**src/rtl/mips_pkg.sv**
```systemverilog
// Shared MIPS definitions: word/address types, special instruction encodings
// and the fetch-stage state enum. Decode and the CPU top reuse these.
package mips_pkg;

    localparam int unsigned WORD_W = 32;

    typedef logic [WORD_W-1:0] word_t;
    typedef logic [WORD_W-1:0] addr_t;

    localparam word_t NOP_INSTR  = 32'h0000_0000;
    localparam word_t HALT_INSTR = 32'hFFFF_FFFF;

    typedef enum logic [1:0] {
        FETCH  = 2'd0,
        DRAIN  = 2'd1,
        HALTED = 2'd2
    } fetch_state_e;

endpackage : mips_pkg

```
**src/rtl/if_id_reg.sv**
```systemverilog
// IF/ID pipeline register.
// Ports: clk, rst (async, active-high); load captures instr/pc4 as a valid
// instruction; squash loads a bubble and wins over load; neither holds.
// Outputs id_instr, id_pc4, id_valid are the registered contents.
module if_id_reg
    import mips_pkg::*;
(
    input  logic  clk,
    input  logic  rst,
    input  logic  load,
    input  logic  squash,
    input  word_t instr,
    input  addr_t pc4,
    output word_t id_instr,
    output addr_t id_pc4,
    output logic  id_valid
);

    // Bubble on reset or squash; otherwise load or hold.
    always_ff @(posedge clk or posedge rst) begin
        if (rst) begin
            id_instr <= NOP_INSTR;
            id_pc4   <= '0;
            id_valid <= 1'b0;
        end else if (squash) begin
            id_instr <= NOP_INSTR;
            id_pc4   <= '0;
            id_valid <= 1'b0;
        end else if (load) begin
            id_instr <= instr;
            id_pc4   <= pc4;
            id_valid <= 1'b1;
        end
    end

endmodule : if_id_reg

```
**src/rtl/mips_fetch_stage.sv**
```systemverilog
// Instruction-fetch stage: owns the PC, drives instruction-memory address,
// handles stall/redirect and sequences pipeline drain after the halt word.
// Ports: clk, rst (async, active-high); stall, redirect, redirect_pc from
// hazard/branch logic; imem_addr/imem_data to instruction memory;
// id_instr/id_pc4/id_valid form the IF/ID register; pc is the debug PC;
// halted rises once the drain after a halt has completed.
module mips_fetch_stage
    import mips_pkg::*;
#(
    parameter addr_t       RESET_PC     = 32'h0000_0000,
    parameter int unsigned IMEM_DEPTH   = 512,
    parameter int unsigned DRAIN_CYCLES = 4
) (
    input  logic  clk,
    input  logic  rst,
    input  logic  stall,
    input  logic  redirect,
    input  addr_t redirect_pc,
    output addr_t imem_addr,
    input  word_t imem_data,
    output word_t id_instr,
    output addr_t id_pc4,
    output logic  id_valid,
    output addr_t pc,
    output logic  halted
);

    localparam int unsigned CNT_W      = $clog2(DRAIN_CYCLES + 1);
    localparam addr_t       IMEM_BYTES = 32'(IMEM_DEPTH * 4);
    localparam logic [CNT_W-1:0] CNT_LAST = CNT_W'(DRAIN_CYCLES - 1);

    fetch_state_e     state_q, state_d;
    logic [CNT_W-1:0] cnt_q, cnt_d;
    addr_t            pc_q, pc_d;
    logic             halted_q, halted_d;
    logic             load_c, squash_c;
    word_t            fetched_c;
    addr_t            pc4_c;

    assign imem_addr = pc_q;
    assign pc        = pc_q;
    assign halted    = halted_q;
    assign pc4_c     = pc_q + 32'd4;

    // Addresses past the end of instruction memory read as the halt word.
    assign fetched_c = (pc_q >= IMEM_BYTES) ? HALT_INSTR : imem_data;

    // State, PC, drain counter and halt flag.
    always_ff @(posedge clk or posedge rst) begin
        if (rst) begin
            state_q  <= FETCH;
            cnt_q    <= '0;
            pc_q     <= RESET_PC;
            halted_q <= 1'b0;
        end else begin
            state_q  <= state_d;
            cnt_q    <= cnt_d;
            pc_q     <= pc_d;
            halted_q <= halted_d;
        end
    end

    // Next-state and IF/ID control; redirect beats stall, HALTED ignores both.
    always_comb begin
        state_d  = state_q;
        cnt_d    = cnt_q;
        pc_d     = pc_q;
        halted_d = halted_q;
        load_c   = 1'b0;
        squash_c = 1'b0;

        case (state_q)
            FETCH: begin
                if (redirect) begin
                    pc_d     = redirect_pc & ~32'h0000_0003;
                    squash_c = 1'b1;
                    cnt_d    = '0;
                end else if (!stall) begin
                    load_c = 1'b1;
                    if (fetched_c == HALT_INSTR) begin
                        state_d = DRAIN;
                        cnt_d   = '0;
                    end else begin
                        pc_d = pc4_c;
                    end
                end
            end
            DRAIN: begin
                if (redirect) begin
                    pc_d     = redirect_pc & ~32'h0000_0003;
                    squash_c = 1'b1;
                    cnt_d    = '0;
                    state_d  = FETCH;
                end else if (!stall) begin
                    squash_c = 1'b1;
                    if (cnt_q == CNT_LAST) begin
                        state_d  = HALTED;
                        halted_d = 1'b1;
                    end else begin
                        cnt_d = cnt_q + CNT_W'(1);
                    end
                end
            end
            HALTED: begin
            end
            default: begin
                state_d = FETCH;
            end
        endcase
    end

    if_id_reg u_if_id_reg (
        .clk      (clk),
        .rst      (rst),
        .load     (load_c),
        .squash   (squash_c),
        .instr    (fetched_c),
        .pc4      (pc4_c),
        .id_instr (id_instr),
        .id_pc4   (id_pc4),
        .id_valid (id_valid)
    );

endmodule : mips_fetch_stage
```
**config.mk**
```make
export PLATFORM = sky130hd
export DESIGN_NAME = mips_fetch_stage
export DESIGN_NICKNAME = d
export VERILOG_FILES = /design/src/rtl/mips_pkg.sv /design/src/rtl/if_id_reg.sv /design/src/rtl/mips_fetch_stage.sv
export SDC_FILE = /design/constraint.sdc
export NUM_CORES = 1
export LEC_CHECK = 0
export ABC_AREA = 0
export BUFFER_PORTS_ARGS = -buffer_cell sky130_fd_sc_hd__buf_2
export CAP_MARGIN = 20
export CELL_PAD_IN_SITES_DETAIL_PLACEMENT = 1
export CELL_PAD_IN_SITES_GLOBAL_PLACEMENT = 2
export CORE_MARGIN = 1
export CORE_UTILIZATION = 30
export CTS_CLUSTER_DIAMETER = 80
export DETAILED_ROUTE_END_ITERATION = 8
export GPL_TIMING_DRIVEN = 0
export PLACE_DENSITY_LB_ADDON = 0.1
export SETUP_SLACK_MARGIN = 0.05
export SLEW_MARGIN = 20
export SYNTH_ARGS = -nofsm -noshare
export SYNTH_HDL_FRONTEND = slang
export SYNTH_HIERARCHICAL = 1
export SYNTH_SLANG_ARGS = --single-unit
```
**constraint.sdc**
```tcl
create_clock -name clk -period 2.35 [get_ports clk]
set_input_delay 0.3525 -clock clk [delete_from_list [all_inputs] [get_ports clk]]
set_output_delay 0.3525 -clock clk [all_outputs]
set_load 0.01 [all_outputs]
```
**Yosys cells after proc, flatten, opt, wreduce, memory -nomap -nowiden**

Cells that the tools add are included.

- Bits in registers: 103
- Logic and storage cells: 66
- Output and inout bits: 130
- Input port bits: 68

- Bitwise operators: 3
- Add/sub/neg operators: 2
- Equal/unequal tests: 14
- Reduce and logical (&&, ||, !) cells: 7
- Multiplexer cells: 32
- $lt $le $gt $ge: 1

Operators with widths:

| kind | number |
|---|---|
| 2-to-1 mux 32 bit | 9 |
| case mux 32 bit (2 select lines) | 1 |
| adder 32 x 3 -> 32 bit (second input constant) | 1 |
| == test 32 bit (second input constant) | 1 |
| >= comparator 32 x 12 -> 1 bit (second input constant) | 1 |
| 2-to-1 mux 3 bit | 6 |
| != test 3 bit (second input constant) | 6 |
| 2-to-1 mux 2 bit | 6 |
| != test 2 bit (second input constant) | 4 |
| AND reduction 4 bit | 2 |
| 2-to-1 mux 1 bit | 7 |
| case mux 2 bit (3 select lines) | 1 |
| case mux 3 bit (2 select lines) | 1 |
| AND reduction 6 bit | 1 |
| AND reduction 5 bit | 1 |
| nonzero test 2 bit | 2 |
| adder 3 x 1 -> 3 bit (second input constant) | 1 |
| == test 3 x 2 -> 1 bit (second input constant) | 1 |
| inverter 1 bit | 3 |
| == test 2 x 1 -> 1 bit (second input constant) | 1 |
| == test 2 bit (second input constant) | 1 |
| zero test 2 bit | 1 |
| case mux 1 bit (2 select lines) | 1 |

**Logic depth before layout (Yosys ltp)**

- Depth in word-level cells: 7
- Gate-level depth with buffers: 9
- Gate-level depth less buffers: 8

**By module**

Netlist, hierarchy kept.

Modules (own cells, without submodules):

| module | cells an instance | times used | area each (um^2) |
|---|---|---|---|
| mips_fetch_stage | 381 | 1 | 3056.7 |
| if_id_reg | 210 | 1 | 2640.0 |

**Worst setup path after synthesis**

Ideal clock, no wire load.

- Path type: reg-to-reg
- Start point: register pc_q[24], in the netlist imem_addr[24]
- End point: register pc_q[4], in the netlist imem_addr[4]
- Data arrival time: 2048 ps
- Setup slack: 174 ps
- Library setup time: 128 ps
- Data required time: 2222 ps
- Cell stages (with the launch flop): 8
- Cell sequence: dfrtp_1 > buf_4 > nor4_4 > nand4_2 > a211oi_2 > a31o_1 > buf_6 > mux2_1

- Longest elaborated chain between the ends: 5

RTL lines:

| what | line | RTL |
|---|---|---|
| start, declared | mips_fetch_stage.sv:34 | `addr_t pc_q, pc_d;` |
| start signal, assigned | mips_fetch_stage.sv:58 | `pc_q <= pc_d;` |
| >= comparator 32 x 12 -> 1 bit | mips_fetch_stage.sv:46 | `assign fetched_c = (pc_q >= IMEM_BYTES) ? HALT_INSTR : imem_data;` |
| 2-to-1 mux 32 bit | mips_fetch_stage.sv:46 |  |
| == test 32 bit | mips_fetch_stage.sv:80 | `if (fetched_c == HALT_INSTR) begin` |
| != test 3 bit (no line) | -- |  |
| AND reduction 4 bit (no line) | -- |  |

No other way between the ends.
A chain may end at the register's enable or synchronous reset.

**Final worst setup path**

- Start point: register pc_q[2], in the netlist imem_addr[2]
- End point: register u_if_id_reg.id_pc4[28]

- Longest elaborated chain between the ends: 3

RTL lines:

| what | line | RTL |
|---|---|---|
| adder 32 x 3 -> 32 bit | mips_fetch_stage.sv:43 | `assign pc4_c = pc_q + 32'd4;` |
| net pc4_c[28] | mips_fetch_stage.sv:38 | `addr_t pc4_c;` |
| 2-to-1 mux 32 bit | if_id_reg.sv:29 | `end else if (load) begin` |
| 2-to-1 mux 32 bit | if_id_reg.sv:25 | `end else if (squash) begin` |
| end signal, assigned | if_id_reg.sv:31 | `id_pc4 <= pc4;` |
| end, declared | if_id_reg.sv:15 | `output addr_t id_pc4,` |

The timed path passes the listed nets, and every way through them passes these cells. The select of a mux whose other input is x is not followed.

==> impl_metrics.yaml <==
outcome:
  outcome: "complete, no violations"
route:
  drtAntennaViolNets: 0
  dr.pass1.iters: 4
  drc: 0
  post_drt_wl_per_cell_microns: 18.28
  num_vias: 5153
  totalWireLength_microns: 19270
  drt_iter0_drc: 168
  viasPerCell: 4.889
yosys:
  syn_inst: 591
  synth_top_family_by_area: "simple AND/OR/NAND/NOR gates"
  yosys_warnings: 6
  synth-adder-area-share_pct: 0.8785
  yosysSeqAreaShare_pct: 44.37
  ys.flop_type: "dfrtp_1"
  synth_edf_count: 0
  syn_area_per_cell_sq_um: 9.639
  yosysTopAreaCell: "dfrtp_1"
  yosysUniqueCellTypes: 46
  yosys_register_bits: 101
  muxShareOfSynthArea_pct: 13.57
  synth_area_leaders: "dfrtp_1, mux2i_1, nor2_1"
  synth_compound_area_share_pct: 6.062
  ys_top_cells_by_count: "dfrtp_1, nor2_1, mux2i_1"
  synth.top_cell.area_share_pct: 44.37
  synthSimpleGateAreaFrac_pct: 20.29
  synthXorXnorAreaFrac_pct: 4.305
  synth_area_sq_um: 5697
  synthArstFlopShare_pct: 100.0
  yosys.cell_count.top_type: "dfrtp_1"
setup_path:
  cp-endpoint: "u_if_id_reg/id_pc4[28]$_DFFE_PP0P_"
  required_ns: 2.58
  crit_path_end_kind: "register"
  crit_path_max_fanout: 7
  rr_worst_depth: 9
  crit_start: "imem_addr[2]$_DFFE_PP0P_"
  start_kind: "register"
  rrSetupSlack_ns: 0.17
  r2r-end: "u_if_id_reg/id_pc4[28]$_DFFE_PP0P_"
  reg2reg_from: "imem_addr[2]$_DFFE_PP0P_"
  cp.arrival_ns: 2.41
  path_class: "register to register"
timing:
  fin_skew_ns: 0.007078
  min_period_ns: 2.182
  finalHoldViolations: 0
  max_freq_mhz: 458.3
  finalCritPeriodShare_pct: 92.84
  worst_slew_pin_slew_ns: 0.7342
  rsz0062_at_grt: "yes"
  slew_violations: 0
  slew_headroom_pct: 50.61
  setup_violations: 0
flow_run:
  cap_viol_max_count: 0
placement:
  io_buffers: 190
  gp_congestion: 0.7758
  placed_cell_area_sq_um: 7009
  dp_hpwl_microns: 14450
  dp.cells: 1022
clock_tree:
  clock-root-buffer: "clkbuf_16"
  htree_levels: 3
  holdBufCountCts: 0
  numCtsBuffers: 9
  cts.sinks: 101
  cts_tree: "yes"
  path_clk_slew_ns: 0.07
  clk-insertion-delay-late_ns: 0.35
  max-clock-path-buffers: 2
grt:
  overflow: 0
  antenna_found_initial: 2
  grt_pass1_wl_microns: 30050
  grt_usage_pct: 20.04
  grt_max_degree: 36
  grt_pass1_vias: 5264
final_layout:
  drive_gt1_share_pct: 37.78
  nets: 886
  final_core_util_pct: 40.62
  syn2layout_area_growth_pct: 32.95
  final_cell_area_sq_um: 7574
  stdcell_count: 1054
floorplan:
  fp.dieH_microns: 139.8
  die_area_sq_um: 19540
  start_util_pct: 30.56
  ios: 198
  die_w_microns: 139.8
  rows: 50
  coreArea_sq_um: 18640
power_and_ir_drop:
  power_density_nw_per_um2: 631.5
  p_leak_nw: 3.611
  peakVddDrop_mv: 0.3370
worst_hold_path:
  min_path_type: "input port to asynchronous set/reset pin"
==> worst min path at each step <==
stage | endpoint | slack, ns | cells past startpoint
after CTS | u_if_id_reg/id_pc4[10]$_DFFE_PP0P_ | 0.03 | 2
after floorplan | cnt_q[0]$_DFFE_PP0P_ | 0.46 | 1
final | u_if_id_reg/id_pc4[10]$_DFFE_PP0P_ | 0.02 | 2
after detailed placement | u_if_id_reg/id_pc4[13]$_DFFE_PP0P_ | 0.41 | 2
after global routing | u_if_id_reg/id_pc4[10]$_DFFE_PP0P_ | 0.06 | 2
after global placement | halted$_DFFE_PP0P_ | 0.45 | 1
==> repair_timing <==
item                       4_1_cts  5_1_grt
cloned                           0        0
setup endpoints to repair       47       77
pin swaps                        3        9
resized for setup               18       26
buffers inserted                 4       14
==> cell families after synthesis <==
logic type | Yosys count
AND/OR/NAND/NOR | 231
XOR/XNOR | 28
multiplexers | 77
other | 1
buffers and inverters | 95
adder cells (fa/ha/maj) | 4
flip-flops | 101
AO/OA/AOI/OAI | 54
==> report_power, final <==
part	internal [W]	switching (W)
Combinational	0.000542	0.000644
Sequential	0.00188	0.000198
Clock	0.000849	0.000672
==> registers in the layout, indices dropped and copies added (netlist names) <==
signal / flops
cnt_q: 3
halted: 1
imem_addr: 30
state_q: 2
u_if_id_reg/id_instr: 32
u_if_id_reg/id_pc4: 32
u_if_id_reg/id_valid: 1
==> layout by cell type, fill, tap and decap left out, drive strengths merged, types with 7 or more instances in the layout <==
cell type / Yosys / layout
nor2: 95 / 95
nor4: 11 / 11
nand3: 17 / 17
nor3: 7 / 7
nand4: 17 / 17
buf: 53 / 263
o22ai: 9 / 9
clkbuf: 23 / 31
mux2i: 75 / 75
nand2: 34 / 34
o22a: 7 / 7
a21oi: 14 / 14
o21ai: 10 / 10
xnor2: 22 / 22
inv: 19 / 19
or3: 33 / 33
dfrtp: 101 / 101
==> metal layers <==
metal	up-vias	track usage [%]	part of all wire (%)
met3	17	2.925	3.9
met1	2578	26.94	46
li1	2435	-	-
met5	-	0	0
met2	123	33.08	49
met4	0	6.304	1.4
==> area by class of cell <==
cell class | count | area [sq um]
Inverter | 19 | 73.82
Sequential cell | 101 | 2532
Multi-Input combinational cell | 400 | 2715
Clock buffer | 11 | 242.7
Tap cell | 234 | 292.8
Fill cell | 2193 | 11070
Antenna cell | 2 | 5.005
Buffer | 73 | 529.3
Clock inverter | 4 | 48.80
Timing Repair Buffer | 210 | 1134
==> stage by stage <==
step | hold WS [ns] | total power (W) | TNS (ns) | setup WS, ns
after floorplan | 0.4573 | 0.002761 | 0 | 0.1744
after global placement | 0.4500 | 0.003223 | -60.10 | -0.7168
after detailed placement | 0.4107 | 0.003260 | -14.39 | -0.5011
after CTS | 0.03398 | 0.004820 | 0 | 0.02641
after global routing | 0.05875 | 0.005034 | 0 | 0.001836
final | 0.02307 | 0.004783 | 0 | 0.1682
==> worst max-delay path, stage by stage, from the launching register on <==
cell and delay, ns:
dfrtp_1 0.48, ha_1 0.27, nand4_1 0.20, nor4_4 0.24, buf_4 0.18, and2_4 0.21, nand3_1 0.12, xnor2_1 0.16
mux2i_1 0.15, nor2_1 0.06
Power figures use the tool's default switching activity.
